<file path="src/rtl/debounce_pkg.sv">
// debounce_pkg: debouncer channel FSM state type and default TICK_DIV/STABLE_CNT constants
package debounce_pkg;
  typedef enum logic [1:0] {IDLE_LO, CHK_HI, IDLE_HI, CHK_LO} db_state_t;
  localparam int TICK_DIV_DEF = 4;
  localparam int STABLE_CNT_DEF = 3;
endpackage

</file>
<file path="src/rtl/debounce_tick_gen.sv">
// debounce_tick_gen: prescaler pulsing tick for one cycle every TICK_DIV clk cycles; ports clk, reset (async active-low), tick
module debounce_tick_gen
  import debounce_pkg::*;
#(
  parameter int TICK_DIV = TICK_DIV_DEF
) (
  input  logic clk,
  input  logic reset,
  output logic tick
);
  localparam int W = $clog2(TICK_DIV);
  logic [W-1:0] cnt;
  assign tick = cnt == W'(TICK_DIV - 1);
  always_ff @(posedge clk or negedge reset)
    if (!reset) cnt <= '0;
    else cnt <= tick ? '0 : cnt + 1'b1;
endmodule

</file>
<file path="src/rtl/debounce_scan_ctrl.sv">
// debounce_scan_ctrl: per-channel switch debouncer with round-robin event arbiter; ports clk, reset (async active-low), q raw in, Q debounced, ev_valid/ev_ready/ev_chan/ev_level handshake, ev_lost sticky; macro DEBOUNCE_RELEASE_EV_EN adds release events
module debounce_scan_ctrl
  import debounce_pkg::*;
#(
  parameter int N_CH = 4,
  parameter int TICK_DIV = TICK_DIV_DEF,
  parameter int STABLE_CNT = STABLE_CNT_DEF
) (
  input  logic                    clk,
  input  logic                    reset,
  input  logic [N_CH-1:0]         q,
  output logic [N_CH-1:0]         Q,
  output logic                    ev_valid,
  input  logic                    ev_ready,
  output logic [$clog2(N_CH)-1:0] ev_chan,
  output logic                    ev_level,
  output logic                    ev_lost
);
  localparam int CW = $clog2(N_CH);
  localparam int SW = $clog2(STABLE_CNT);
`ifdef DEBOUNCE_RELEASE_EV_EN
  localparam bit REL_EV = 1'b1;
`else
  localparam bit REL_EV = 1'b0;
`endif
  logic tick, gnt, lost_n;
  logic [N_CH-1:0] s1, s2, rise, fall, ev_edge, pend, pend_n, lvl, lvl_n;
  logic [CW-1:0] ptr, gidx;
  db_state_t st [N_CH];
  db_state_t st_n [N_CH];
  logic [SW-1:0] cnt [N_CH];
  logic [SW-1:0] cnt_n [N_CH];

  function automatic logic [CW-1:0] wrap(input int v);
    return CW'(v >= N_CH ? v - N_CH : v);
  endfunction

  debounce_tick_gen #(.TICK_DIV(TICK_DIV)) u_tick (.clk(clk), .reset(reset), .tick(tick));

  assign ev_edge = rise | (REL_EV ? fall : '0);

  always_comb begin
    for (int i = 0; i < N_CH; i++) begin
      st_n[i] = st[i];
      cnt_n[i] = cnt[i];
      rise[i] = 1'b0;
      fall[i] = 1'b0;
      Q[i] = st[i] == IDLE_HI || st[i] == CHK_LO;
      if (tick)
        case (st[i])
          IDLE_LO: if (s2[i]) begin
            st_n[i] = CHK_HI;
            cnt_n[i] = SW'(1);
          end
          IDLE_HI: if (!s2[i]) begin
            st_n[i] = CHK_LO;
            cnt_n[i] = SW'(1);
          end
          default: if (s2[i] != (st[i] == CHK_HI)) begin
            st_n[i] = st[i] == CHK_HI ? IDLE_LO : IDLE_HI;
            cnt_n[i] = '0;
          end else if (cnt[i] == SW'(STABLE_CNT - 1)) begin
            st_n[i] = st[i] == CHK_HI ? IDLE_HI : IDLE_LO;
            cnt_n[i] = '0;
            rise[i] = st[i] == CHK_HI;
            fall[i] = st[i] == CHK_LO;
          end else cnt_n[i] = cnt[i] + 1'b1;
        endcase
    end
  end

  always_comb begin
    gnt = 1'b0;
    gidx = '0;
    for (int k = N_CH - 1; k >= 0; k--)
      if (!ev_valid && pend[wrap(int'(ptr) + k)]) begin
        gnt = 1'b1;
        gidx = wrap(int'(ptr) + k);
      end
    pend_n = pend;
    lvl_n = lvl;
    lost_n = ev_lost;
    if (gnt) pend_n[gidx] = 1'b0;
    for (int i = 0; i < N_CH; i++)
      if (ev_edge[i]) begin
        lost_n = lost_n | (pend[i] & ~(gnt && gidx == CW'(i)));
        pend_n[i] = 1'b1;
        lvl_n[i] = rise[i];
      end
  end

  always_ff @(posedge clk or negedge reset)
    if (!reset) begin
      s1 <= '0;
      s2 <= '0;
      pend <= '0;
      lvl <= '0;
      ptr <= '0;
      ev_valid <= 1'b0;
      ev_chan <= '0;
      ev_level <= 1'b0;
      ev_lost <= 1'b0;
      for (int i = 0; i < N_CH; i++) begin
        st[i] <= IDLE_LO;
        cnt[i] <= '0;
      end
    end else begin
      s1 <= q;
      s2 <= s1;
      pend <= pend_n;
      lvl <= lvl_n;
      ev_lost <= lost_n;
      st <= st_n;
      cnt <= cnt_n;
      if (gnt) begin
        ev_valid <= 1'b1;
        ev_chan <= gidx;
        ev_level <= lvl[gidx];
      end else if (ev_valid && ev_ready) begin
        ev_valid <= 1'b0;
        ptr <= wrap(int'(ev_chan) + 1);
      end
    end
endmodule

</file>
<file path="config.mk">
export PLATFORM = sky130hd
export DESIGN_NAME = debounce_scan_ctrl
export DESIGN_NICKNAME = d
export VERILOG_FILES = /design/src/rtl/debounce_pkg.sv /design/src/rtl/debounce_tick_gen.sv /design/src/rtl/debounce_scan_ctrl.sv
export SDC_FILE = /design/constraint.sdc
export NUM_CORES = 1
export LEC_CHECK = 0
export ABC_AREA = 1
export BUFFER_PORTS_ARGS = -buffer_cell sky130_fd_sc_hd__buf_2
export CAP_MARGIN = 10
export CORE_MARGIN = 2
export CORE_UTILIZATION = 53
export DETAILED_ROUTE_END_ITERATION = 10
export GPL_ROUTABILITY_DRIVEN = 1
export GPL_TIMING_DRIVEN = 0
export PLACE_DENSITY_LB_ADDON = 0.08
export SYNTH_ARGS = -nofsm -noshare
export SYNTH_HDL_FRONTEND = slang
export SYNTH_SLANG_ARGS = --single-unit
export TNS_END_PERCENT = 20
</file>
<file path="constraint.sdc">
create_clock -name clk -period 1.6 [get_ports clk]
set_input_delay 0.16 -clock clk [delete_from_list [all_inputs] [get_ports clk]]
set_output_delay 0.16 -clock clk [all_outputs]
set_load 0.02 [all_outputs]
</file>
==> results.ini <==
[worst_setup_path]
crit_top_cell = nand2_1
required_ns = 1.79
cp_max_fo = 6
reg2reg_slack_ns = -0.11
worstSetupPathType = reg -> reg
worstPathArrival_ns = 1.90
r2r_end = ev_lost$_DFF_PN0_
critPathLaunch = ptr[0]$_DFFE_PN0P_
path_buf_inv = 1
reg2regPathDepth = 13
reg2reg_from = ptr[0]$_DFFE_PN0P_
cp-start-kind = register
path_cells = buf_6 -> nand2_1 -> nand3_2 -> nand3_4 -> nand3_4 -> nand2_2 -> nand2_4 -> a21oi_2 -> nand2_2 -> nand2_1 -> nand2_1 -> nor2_1 -> nand2_1
end_kind = register
critical-path-top-delay-family = simple AND/OR/NAND/NOR gates
endpoint = ev_lost$_DFF_PN0_
max_stage_delay_ns = 0.40
slowest_stage = dfrtp_1
worstSetupPathDepth = 13

[finish]
instances_no_fill = 345
layout-drive-gt1-share_pct = 27.80
antenna_cells = 0
nNetsFinal = 302
layout_common_cells = nand2_1, dfrtp_1, inv_1
fin_area_sq_um = 2595
areaGrowthSynthToFinish_pct = 21.50
mostFrequentLayoutCell = nand2_1

[floorplanning]
initial_utilization_pct = 54.17
ios = 16
core_sq_um = 3943
row_count = 23
die_w_um = 67.48
die_height_um = 67.48
dieArea_sq_um = 4554

[detailed_routing]
routed_wl_um = 3804
wl_per_cell_um = 11.03
vias = 1688
ant_nets = 0
dr.pass1.iters = 4
drt_iter0_markers = 71
drc = 0
avgViaCountPerCell = 4.893

[yosys]
synth_fp_nets = 268
postSynth.asyncResetShare_pct = 100.0
ys.flop_type = dfrtp_1
yosysSeqAreaShare_pct = 48.04
ys_ff_latch = 41
avgSynthCellArea_sq_um = 8.215
synth_cells = 260
synth_edf_count = 0
synth_area_sq_um = 2136
synth_cell_types = 32
synth_warnings = 0

[placed_design]
gp_congestion = 0.7764
dpl.hpwl_um = 2581
dp.cells = 325
pre_cts_slack_ns = -0.2117
postPlaceCellArea_sq_um = 2273
portBuffers = 15

[global_routing]
antenna_found_initial = 0
grt_pass1_wl_um = 6099
grt_util_all_layers_pct = 17.86
grt-ovfl-total = 0
grt_max_degree = 42
grt_pass1_vias = 1485

[clock_tree]
h-tree-depth = 2
cts_sinks = 41
path_clk_slew_ns = 0.08
clk_latency_ns = 0.29
root_buffer = clkbuf_8
clk_path_buf_depth = 2
cts_tree = yes
cts_buffers = 5

[sta]
finalCritPeriodShare_pct = 107.2
hold_viol = 40
fmax_mhz = 583.3
setup_ws_ns = -0.1145
finalSetupViolations = 3
worst_slew_pin_slew_ns = 0.8744
whs_ns = -0.01630
rsz0062_at_grt = yes
drv_slew = 0
layout_min_cycle_time_ns = 1.715
fin_skew_ns = 0.006810
slew-limit-headroom_pct = 41.71

[run_status]
violations = negative hold slack, negative setup slack
status = finished with violations

[pwr]
leakage_uw = 0.001339
ir_drop_mv = 0.9364
power_density_nw_per_um2 = 1939

[min_path]
min_path_type = in -> async

[flow_run]
cap_violations = 0

cell type report:
class / instances / area, sq um
repair inverters: 1 / 6.256
plain buffers: 6 / 37.54
fillers: 321 / 1348
clock inverters: 1 / 30.03
multi-input cells: 171 / 1005
well taps: 50 / 62.56
flip-flops and latches: 41 / 1026
repair buffers: 27 / 172.7
inverters: 41 / 168.9
clock buffers: 7 / 86.33
cells by family (layout without fill, tap and decap cells):
group                      after synthesis  count (layout)  share of synthesized area [%]
adders and majority gates                1               1                         0.5857
xor gates and xnor gates                 3               3                          1.230
and+or+nand+nor                        134             134                          31.52
DFF                                     41              41                          48.04
buffers and inverters                   48              83                          9.608
AOI/OAI and AO/OA                       33              33                          9.021
where the power goes:
group	leakage [uW]	switching (uW)	total (uW)	internal, uW
logic	0.000774	1540	2520	975
registers	0.000506	291	1670	1380
clock network	0.0000585	334	842	508
total	0.00134	2170	5030	2860
per-layer routing:
layer	wire length (um)	share of wire, %	track usage [%]
met1	1792	47	23.23
met2	1859	49	28.19
met3	79	2.1	4.667
met4	72	1.9	7.653
met5	0	0	0
worst min path at each step:
| stage | slack, ns | to | start | depth (start not counted) |
|---|---|---|---|---|
| after floorplan | -0.14 | asynchronous set/reset pin | reset | 0 |
| after global placement | 0.27 | s1[0]$_DFF_PN0_ | q[0] | 1 |
| after detailed placement | 0.27 | s1[0]$_DFF_PN0_ | q[0] | 1 |
| after CTS | 0.01 | u_tick.cnt[0]$_DFF_PN0_ | reset | 1 |
| after global routing | 0.07 | cnt[4]$_DFFE_PN0P_ | reset | 1 |
| final | -0.02 | cnt[4]$_DFFE_PN0P_ | reset | 1 |
worst reg2reg max path: stages, from the launching register on:
cell and delay [ns]:
dfrtp_1 0.40, buf_6 0.15, nand2_1 0.14, nand3_2 0.11, nand3_4 0.12, nand3_4 0.10
nand2_2 0.09, nand2_4 0.06, a21oi_2 0.13, nand2_2 0.08, nand2_1 0.06, nand2_1 0.05
nor2_1 0.08, nand2_1 0.05
repair_timing:
item | CTS | global route
pin swaps | 4 | 11
gates cloned | 1 | 1
hold buffers | 4 | 0
setup buffers | 4 | 3
hold endpoints to repair | 4 | 0
endpoints found under the setup margin | 10 | 11
gates resized for setup | 5 | 19
metrics by stage:
stage                     TNS, ns  hold WS, ns  power [uW]  utilization (%)
final                     -0.3008     -0.01630        5033            65.82
after floorplan                 0      -0.1356        3351                -
after global routing      -0.8599      0.07202        5448            65.82
after global placement    -0.9296       0.2675        3753            57.66
after detailed placement  -0.9218       0.2698        3794            57.66
after CTS                 -0.2502      0.01242        4815            62.90
sequential cells by signal, summed over array words and instances, names as in the netlist, 4 cells and up, named ones only:
name  cells
cnt       8
lvl       4
pend      4
s1        4
s2        4
st        4
cells in the mapped netlist, drive strengths merged, types with 3 or more instances:
cell,n,share of area (%)
nand2,81,18
nor2,22,4.0
o21ai,14,3.3
inv,41,7.7
clkbuf,5,0.88
o22ai,5,1.5
nor3,5,1.2
a31oi,3,0.88
nand3,21,7.1
dfrtp,41,48
a21oi,6,1.6
No activity file was read; power rests on OpenSTA's default activity.
